`src/rtl/dma_mem_responder.sv`:
```
// Memory-side responder for DMA burst read/write requests, serving one burst
// at a time from a single-port synchronous SRAM with round-robin arbitration.
module dma_mem_responder #(
    parameter int unsigned MEM_AW     = 16,
    parameter int unsigned DATA_WIDTH = 32
) (
    input  logic                  clk,
    input  logic                  rst,
    input  logic [31:0]           rd_req_addr,
    input  logic [4:0]            rd_req_len,
    input  logic                  rd_req_valid,
    output logic                  rd_req_ready,
    output logic [DATA_WIDTH-1:0] rd_rdata,
    output logic                  rd_valid,
    output logic                  rd_last,
    input  logic                  rd_ready,
    input  logic [31:0]           wr_req_addr,
    input  logic [4:0]            wr_req_len,
    input  logic                  wr_req_valid,
    output logic                  wr_req_ready,
    input  logic [DATA_WIDTH-1:0] wr_data,
    input  logic                  wr_valid,
    input  logic                  wr_last,
    output logic                  wr_ready,
    output logic [MEM_AW-1:0]     mem_addr,
    output logic [DATA_WIDTH-1:0] mem_wdata,
    output logic                  mem_wen,
    output logic                  mem_ren,
    input  logic [DATA_WIDTH-1:0] mem_rdata,
    output logic                  err
);

    localparam int unsigned ADDR_W = 32;
    localparam int unsigned LEN_W  = 5;

    localparam logic [1:0] S_IDLE     = 2'd0;
    localparam logic [1:0] S_RD_ISSUE = 2'd1;
    localparam logic [1:0] S_RD_DATA  = 2'd2;
    localparam logic [1:0] S_WR_DATA  = 2'd3;

    logic [1:0]            state;
    logic [1:0]            state_nxt;
    logic [ADDR_W-1:0]     addr;
    logic [LEN_W-1:0]      len;
    logic [LEN_W-1:0]      beat;
    logic                  prefer_wr;
    logic                  rd_first;
    logic [DATA_WIDTH-1:0] rd_hold;
    logic                  grant_rd;
    logic                  grant_wr;
    logic                  rd_hs;
    logic                  wr_hs;
    logic                  at_last;

    assign at_last  = (beat == len);
    assign rd_last  = rd_valid && at_last;
    assign mem_addr = addr[MEM_AW+1:2];
    // SRAM data is live in the first data cycle; afterwards the captured copy holds it stable.
    assign rd_rdata = rd_first ? mem_rdata : rd_hold;

    always_ff @(posedge clk or posedge rst) begin
        if (rst) begin
            state <= S_IDLE;
        end else begin
            state <= state_nxt;
        end
    end

    // Arbitration, handshakes and SRAM strobes.
    always_comb begin
        state_nxt    = state;
        grant_rd     = 1'b0;
        grant_wr     = 1'b0;
        rd_req_ready = 1'b0;
        wr_req_ready = 1'b0;
        wr_ready     = 1'b0;
        mem_ren      = 1'b0;
        mem_wen      = 1'b0;
        mem_wdata    = '0;
        rd_hs        = 1'b0;
        wr_hs        = 1'b0;
        case (state)
            S_IDLE: begin
                grant_rd     = rd_req_valid && (!wr_req_valid || !prefer_wr);
                grant_wr     = wr_req_valid && !grant_rd;
                rd_req_ready = grant_rd;
                wr_req_ready = grant_wr;
                if (grant_rd) begin
                    state_nxt = S_RD_ISSUE;
                end else if (grant_wr) begin
                    state_nxt = S_WR_DATA;
                end
            end
            S_RD_ISSUE: begin
                mem_ren   = 1'b1;
                state_nxt = S_RD_DATA;
            end
            S_RD_DATA: begin
                rd_hs = rd_valid && rd_ready;
                if (rd_hs) begin
                    state_nxt = at_last ? S_IDLE : S_RD_ISSUE;
                end
            end
            S_WR_DATA: begin
                wr_ready = 1'b1;
                if (wr_valid) begin
                    wr_hs     = 1'b1;
                    mem_wen   = 1'b1;
                    mem_wdata = wr_data;
                    if (at_last || wr_last) begin
                        state_nxt = S_IDLE;
                    end
                end
            end
            default: state_nxt = S_IDLE;
        endcase
    end

    always_ff @(posedge clk or posedge rst) begin
        if (rst) begin
            addr      <= '0;
            len       <= '0;
            beat      <= '0;
            prefer_wr <= 1'b0;
            err       <= 1'b0;
            rd_valid  <= 1'b0;
            rd_first  <= 1'b0;
            rd_hold   <= '0;
        end else begin
            if (rd_req_ready) begin
                addr      <= {rd_req_addr[ADDR_W-1:2], 2'b00};
                len       <= rd_req_len;
                beat      <= '0;
                prefer_wr <= 1'b1;
                if (rd_req_addr[1:0] != 2'b00) err <= 1'b1;
            end
            if (wr_req_ready) begin
                addr      <= {wr_req_addr[ADDR_W-1:2], 2'b00};
                len       <= wr_req_len;
                beat      <= '0;
                prefer_wr <= 1'b0;
                if (wr_req_addr[1:0] != 2'b00) err <= 1'b1;
            end
            if (state == S_RD_ISSUE) begin
                rd_valid <= 1'b1;
                rd_first <= 1'b1;
            end
            if (rd_first) begin
                rd_hold  <= mem_rdata;
                rd_first <= 1'b0;
            end
            if (rd_hs) begin
                rd_valid <= 1'b0;
                if (!at_last) begin
                    addr <= addr + 32'd4;
                    beat <= beat + 5'd1;
                end
            end
            // A write burst must end with wr_last exactly on its final beat.
            if (wr_hs) begin
                addr <= addr + 32'd4;
                beat <= beat + 5'd1;
                if (at_last != wr_last) err <= 1'b1;
            end
        end
    end

endmodule

```
`config.mk`:
```
export PLATFORM = sky130hd
export DESIGN_NAME = dma_mem_responder
export DESIGN_NICKNAME = d
export VERILOG_FILES = /design/src/rtl/dma_mem_responder.sv
export SDC_FILE = /design/constraint.sdc
export NUM_CORES = 1
export LEC_CHECK = 0
export BUFFER_PORTS_ARGS = -buffer_cell sky130_fd_sc_hd__buf_2
export CAP_MARGIN = 20
export CORE_MARGIN = 2
export CORE_UTILIZATION = 45
export CTS_CLUSTER_DIAMETER = 40
export DETAILED_ROUTE_END_ITERATION = 6
export PLACE_DENSITY_LB_ADDON = 0.15
export SLEW_MARGIN = 10
export SYNTH_ARGS = -nofsm -noshare
export SYNTH_HDL_FRONTEND = slang
export SYNTH_SLANG_ARGS = --single-unit
```
`constraint.sdc`:
```
create_clock -name clk -period 5 [get_ports clk]
set_input_delay 0.25 -clock clk [delete_from_list [all_inputs] [get_ports clk]]
set_output_delay 0.25 -clock clk [all_outputs]
set_load 0.01 [all_outputs]
```
* After elaboration in Yosys (flattened, before gate mapping)
Cells that the tools add are included.
** Operators by class
- $add $sub $neg :: 2
- Multipliers :: 0
- Divide/modulo/power cells :: 0
- Order comparisons :: 0
- Eq/ne operators :: 9
- Shift operators :: 0
- Multiplexer cells :: 40
- Bitwise gates (word level) :: 0
- Reductions and logical operators :: 15
** Operators by type and width (count)
- $mux 32 :: 8
- $mux 5 :: 7
- $add 32x3->32 const B :: 1
- $mux 1 :: 19
- $mux 2 :: 5
- $pmux 2 s4 :: 1
- $reduce_bool 2->1 :: 4
- $ne 2x2->1 const B :: 3
- $add 5x1->5 const B :: 1
- $eq 5x5->1 :: 1
- $eq 2x2->1 const B :: 2
- $logic_and 1x1->1 :: 4
- $reduce_and 4->1 :: 1
- $logic_not 1->1 :: 3
- $ne 3x3->1 const B :: 1
- $eq 2x1->1 const B :: 1
- $logic_not 2->1 :: 1
- $logic_or 1x1->1 :: 2
- $ne 1x1->1 :: 1
** Storage, ports and cells
- Bits in registers :: 80
- Bits in latches :: 0
- RAM bits :: 0
- Memory bits (read-only) :: 0
- Input bits :: 145
- Output and inout bits :: 88
- Logic and storage cells :: 75
- Memories :: 0

* Longest topological paths before layout
- Depth in word-level cells :: 10
- Gate-level depth with buffers :: 8
- Mapped depth without buffers :: 8

* Least setup slack after synthesis
Ideal clock, no wire load.
- Kind :: register to register
- From :: reg addr[2]
- To :: reg addr[16]
- Library setup time :: 125 ps
- Arrival :: 1461 ps
- Data required time :: 4875 ps
- Slack :: 3414 ps
- Cell stages (with the launch flop) :: 7
- Path buffers :: 0
- Clock period less this slack :: 1586 ps
- Cells stage by stage :: dfrtp_1 -> ha_1 -> nand2_1 -> or3_4 -> nor3_1 -> xnor2_1 -> mux2i_1
** Between the ends
- Cells in the longest elaborated chain, start to end :: 4
** RTL lines
- from (decl) :: RTL line 43 : logic [ADDR_W-1:0] addr;
- from (signal assigned) :: RTL line 131 : addr <= {rd_req_addr[ADDR_W-1:2], 2'b00};
- from (signal assigned) :: RTL line 138 : addr <= {wr_req_addr[ADDR_W-1:2], 2'b00};
- from (signal assigned) :: RTL line 155 : addr <= addr + 32'd4;
- $add 32x3->32 * :: RTL line 155, 161
- $mux 32 :: RTL line 154 : if (!at_last) begin
- $mux 32 :: RTL line 152 : if (rd_hs) begin
- $mux 32 * :: RTL line 160 : if (wr_hs) begin
Mark *: on every way between the ends. The rest lies on a longest branch, timed or not.
A chain may end at the register's enable or synchronous reset.

* Final worst setup path
- From :: reg state[1]
- To :: out wr_req_ready
** Between the ends
- Cells in the longest elaborated chain, start to end :: 2
** RTL lines
- from (decl) :: RTL line 41 : logic [1:0] state;
- from (signal assigned) :: RTL line 65 : state <= state_nxt;
- $logic_not 2->1 :: RTL line 82 : case (state)
- $mux 1 :: RTL line 82
- to (decl) :: RTL line 20 : output logic wr_req_ready,
No other way between the ends.

==> summary.md <==
| Metric | Value |
|---|---|
| Worst rel slew slack | `47.4%` |
| Critical Path RT | `4750 ps` |
| FF+latch area | `0.00160 mm²` |
| Largest net degree at the start of global routing | `65` |
| Clock buffer count from CTS | `9` |
| Largest fanout on the critical path | `24` |
| Share of layout cells above drive strength 1 | `49.5%` |
| Clk slew on worst S/H paths | `70 ps` |
| Worst-Margin Slew | `790 ps` |
| Vias in the first global route | `2807` |
| First-pass GRT wire length | `14100 µm` |
| Worst clock skew | `8.20 ps` |
| GRT Overall Usage | `21.0%` |
| Initial Util | `46.7%` |
| Root buf cell | `clkbuf_8` |
| Critical path launch point type | `register` |
| RSZ-0062 raised after global routing | `false` |
| Power density over cell area | `574 mW/mm²` |
| Top-Level Pins | `233` |
| Worst-skew pair later-pin latency | `320 ps` |
| Die area | `0.00827 mm²` |
| Period utilisation layout | `47.5%` |
| Initial detailed-routing violation count | `113` |
| Final hold slack | `143 ps` |
| Core Box Area | `0.00729 mm²` |
| Crit path arrival time | `2130 ps` |
| Hold WC Path Type | `in2reg` |
| ANT nets after route | `0` |
| Clock sinks | `64` |
| Mean Syn Cell Area | `10.2 µm²` |
| Clock buffer depth | `2` |
| Chip Height | `91.0 µm` |
| DR vias | `3085` |
| CP Capture Type | `output port` |
| Cts hold-fix bufs | `0` |
| Wire per inst | `13.9 µm` |
| Die Span X | `91.0 µm` |
| Worst vdd ir | `276 µV` |
| Placer Congestion | `0.773` |
| Synthesis Warnings | `0` |
| TritonCTS clock tree | `yes` |
| Sequential fraction of the synthesis area | `47.1%` |
| Final critical path time including I/O delays and setup | `2380 ps` |
| Kind of critical path | `reg2out` |
| Yosys cell types | `34` |
| Post-Syn Instances | `332` |
| Nets | `680` |
| Mapped Area | `0.00340 mm²` |
| Register bit total from synthesis | `64` |
| Final wirelength | `8820 µm` |
| DRC Markers | `0` |
| Final Hold Vio Count | `0` |
| Pleak | `2.46 nW` |
| Total grt overflow | `0` |
| Initial antenna violation count | `0` |
| Achievable Freq | `421 MHz` |
| Layout area overhead | `38.0%` |
| Htree depth | `3` |
| Post-Syn Nets | `480` |
| # rows | `31` |
| Max-slew violation count | `0` |
| Post-Route Setup TNS | `0 ps` |
| Pre-Repair DR Iteration Count | `4` |
| Number of port buffers | `204` |
| # setup viols final | `0` |
| Status | `completed` |
| Multi-input logic area | `0.00167 mm²` |
| Fill count | `652` |
| Ant. Diodes | `0` |
| DP HPWL | `6740 µm` |
| Post-CTS setup buffers | `0` |
| Max_cap viols | `0` |
| Vias/cell | `4.85` |
| Post_cts resized | `0` |
-- sequential cells by signal, summed over array words and instances, names as in the netlist --
register / flops
rd_first: 1
len: 5
prefer_wr: 1
beat: 5
err: 1
rd_valid: 1
addr: 16
state: 2
rd_hold: 32
-- final cells by class --
type | count | area share [%]
clock inverter | 4 | 1.09
clock buffer | 12 | 3.52
tap | 99 | 2.64
timing repair buffer | 207 | 22.4
multi-input combinational | 240 | 35.5
sequential | 64 | 34.1
inverter | 10 | 0.799
-- logic make-up (layout without fill, tap and decap cells) --
| logic type | count (synthesis) | in the layout | share of synthesized area [%] |
|---|---|---|---|
| buf+inv | 28 | 233 | 3.97 |
| fa+ha+maj | 3 | 3 | 1.10 |
| xor+xnor | 19 | 19 | 4.89 |
| mux | 41 | 41 | 13.3 |
| simple gates | 116 | 116 | 17.8 |
| compound gates | 61 | 61 | 11.8 |
| flops | 64 | 64 | 47.1 |
-- per-stage QoR --
stage | setup WS, ps | utilization [%] | cell area (µm²) | std cells | power [mW]
2_1_floorplan | 3150 | - | 3400 | 332 | 1.82
3_3_place_gp | 2740 | 61.2 | 4460 | 619 | 2.22
3_5_place_dp | 2720 | 61.4 | 4480 | 620 | 2.26
4_1_cts | 2570 | 64.4 | 4700 | 636 | 2.73
5_1_grt | 2440 | 64.4 | 4700 | 636 | 2.92
6_report | 2620 | 64.4 | 4700 | 636 | 2.70
-- final timing paths --
check | from | end | slack, ps | depth (start not counted)
setup / recovery | state[1]$_DFFE_PP0P_ | wr_req_ready | 2620 | 4
hold / removal | wr_req_len[0] | len[0]$_DFFE_PP0P_ | 140 | 3
setup reg to reg | state[1]$_DFFE_PP0P_ | beat[2]$_DFF_PP0_ | 2740 | 6
hold reg to reg | rd_hold[18]$_DFF_PP0_ | rd_hold[18]$_DFF_PP0_ | 490 | 1
max in group asynchronous | rst | prefer_wr$_DFFE_PP0P_ | 4320 | 3
min in group asynchronous | rst | rd_hold[1]$_DFF_PP0_ | 170 | 3
-- worst max-delay path, cell delays in order (launching register included) --
cell      delay (ps)
dfrtp_1          430
nor2_1           260
nand3b_2         390
inv_2            500
buf_2            220
-- where the power goes --
part           internal [mW]  switching, mW
registers              0.766          0.191
clock network          0.271          0.191
logic                  0.624          0.654
total                   1.66           1.04
-- routing by layer --
metal  vias to the layer above  track usage, %  share of wire, %
met2                        99            33.0                48
met4                         0            4.17              0.28
met1                      1448            30.3                45
li1                       1536               -                 -
met3                         2            4.32               6.2
met5                         -               0                 0
-- cell usage in the layout (no fill, tap or decap) --
| cell | instances |
|---|---|
| dfrtp_1 | 64 |
| o211ai_1 | 4 |
| a41o_1 | 1 |
| o2bb2ai_1 | 14 |
| o21a_1 | 2 |
| nand3b_2 | 1 |
| xnor2_1 | 11 |
| a22oi_1 | 6 |
| clkbuf_8 | 12 |
| mux2_2 | 33 |
| buf_4 | 2 |
| nor3_2 | 1 |
| inv_1 | 7 |
| buf_2 | 204 |
| nand3_2 | 3 |
| a211oi_1 | 1 |
| and2_1 | 33 |
| bufinv_16 | 1 |
| buf_8 | 1 |
| nand4b_1 | 1 |
| xor2_1 | 8 |
| clkinv_2 | 1 |
| nand2_1 | 37 |
| or3_4 | 2 |
| o21ai_0 | 6 |
| nand4_1 | 2 |
| nor3_1 | 3 |
| mux2i_1 | 8 |
| clkinvlp_4 | 1 |
| nand3_1 | 10 |
| o31ai_1 | 3 |
| nor2b_1 | 4 |
| ha_1 | 3 |
| clkinv_4 | 1 |
| nor2_1 | 17 |
| nand2b_1 | 2 |
| a21oi_1 | 24 |
| inv_2 | 3 |
-- cell usage after synthesis (all sizes together) --
cell type / number / area share, %
xor2: 8 / 2.1
nor2: 17 / 1.9
mux2: 33 / 11
o21ai: 6 / 0.88
dfrtp: 64 / 47
a21oi: 24 / 3.5
and2: 33 / 6.1
ha: 3 / 1.1
nand3: 13 / 2.4
buf: 8 / 1.8
a211oi: 1 / 0.22
nand4: 2 / 0.37
nand4b: 1 / 0.26
nand3b: 1 / 0.33
a22oi: 6 / 1.3
nand2b: 2 / 0.37
clkbuf: 10 / 1.1
nand2: 37 / 4.1
a41o: 1 / 0.29
mux2i: 8 / 2.4
inv: 10 / 1.1
or3: 2 / 0.66
nor2b: 4 / 0.74
o31ai: 3 / 0.66
o211ai: 4 / 0.88
xnor2: 11 / 2.8
o2bb2ai: 14 / 3.6
o21a: 2 / 0.44
nor3: 4 / 0.74
(Power assumes the default switching activity.)
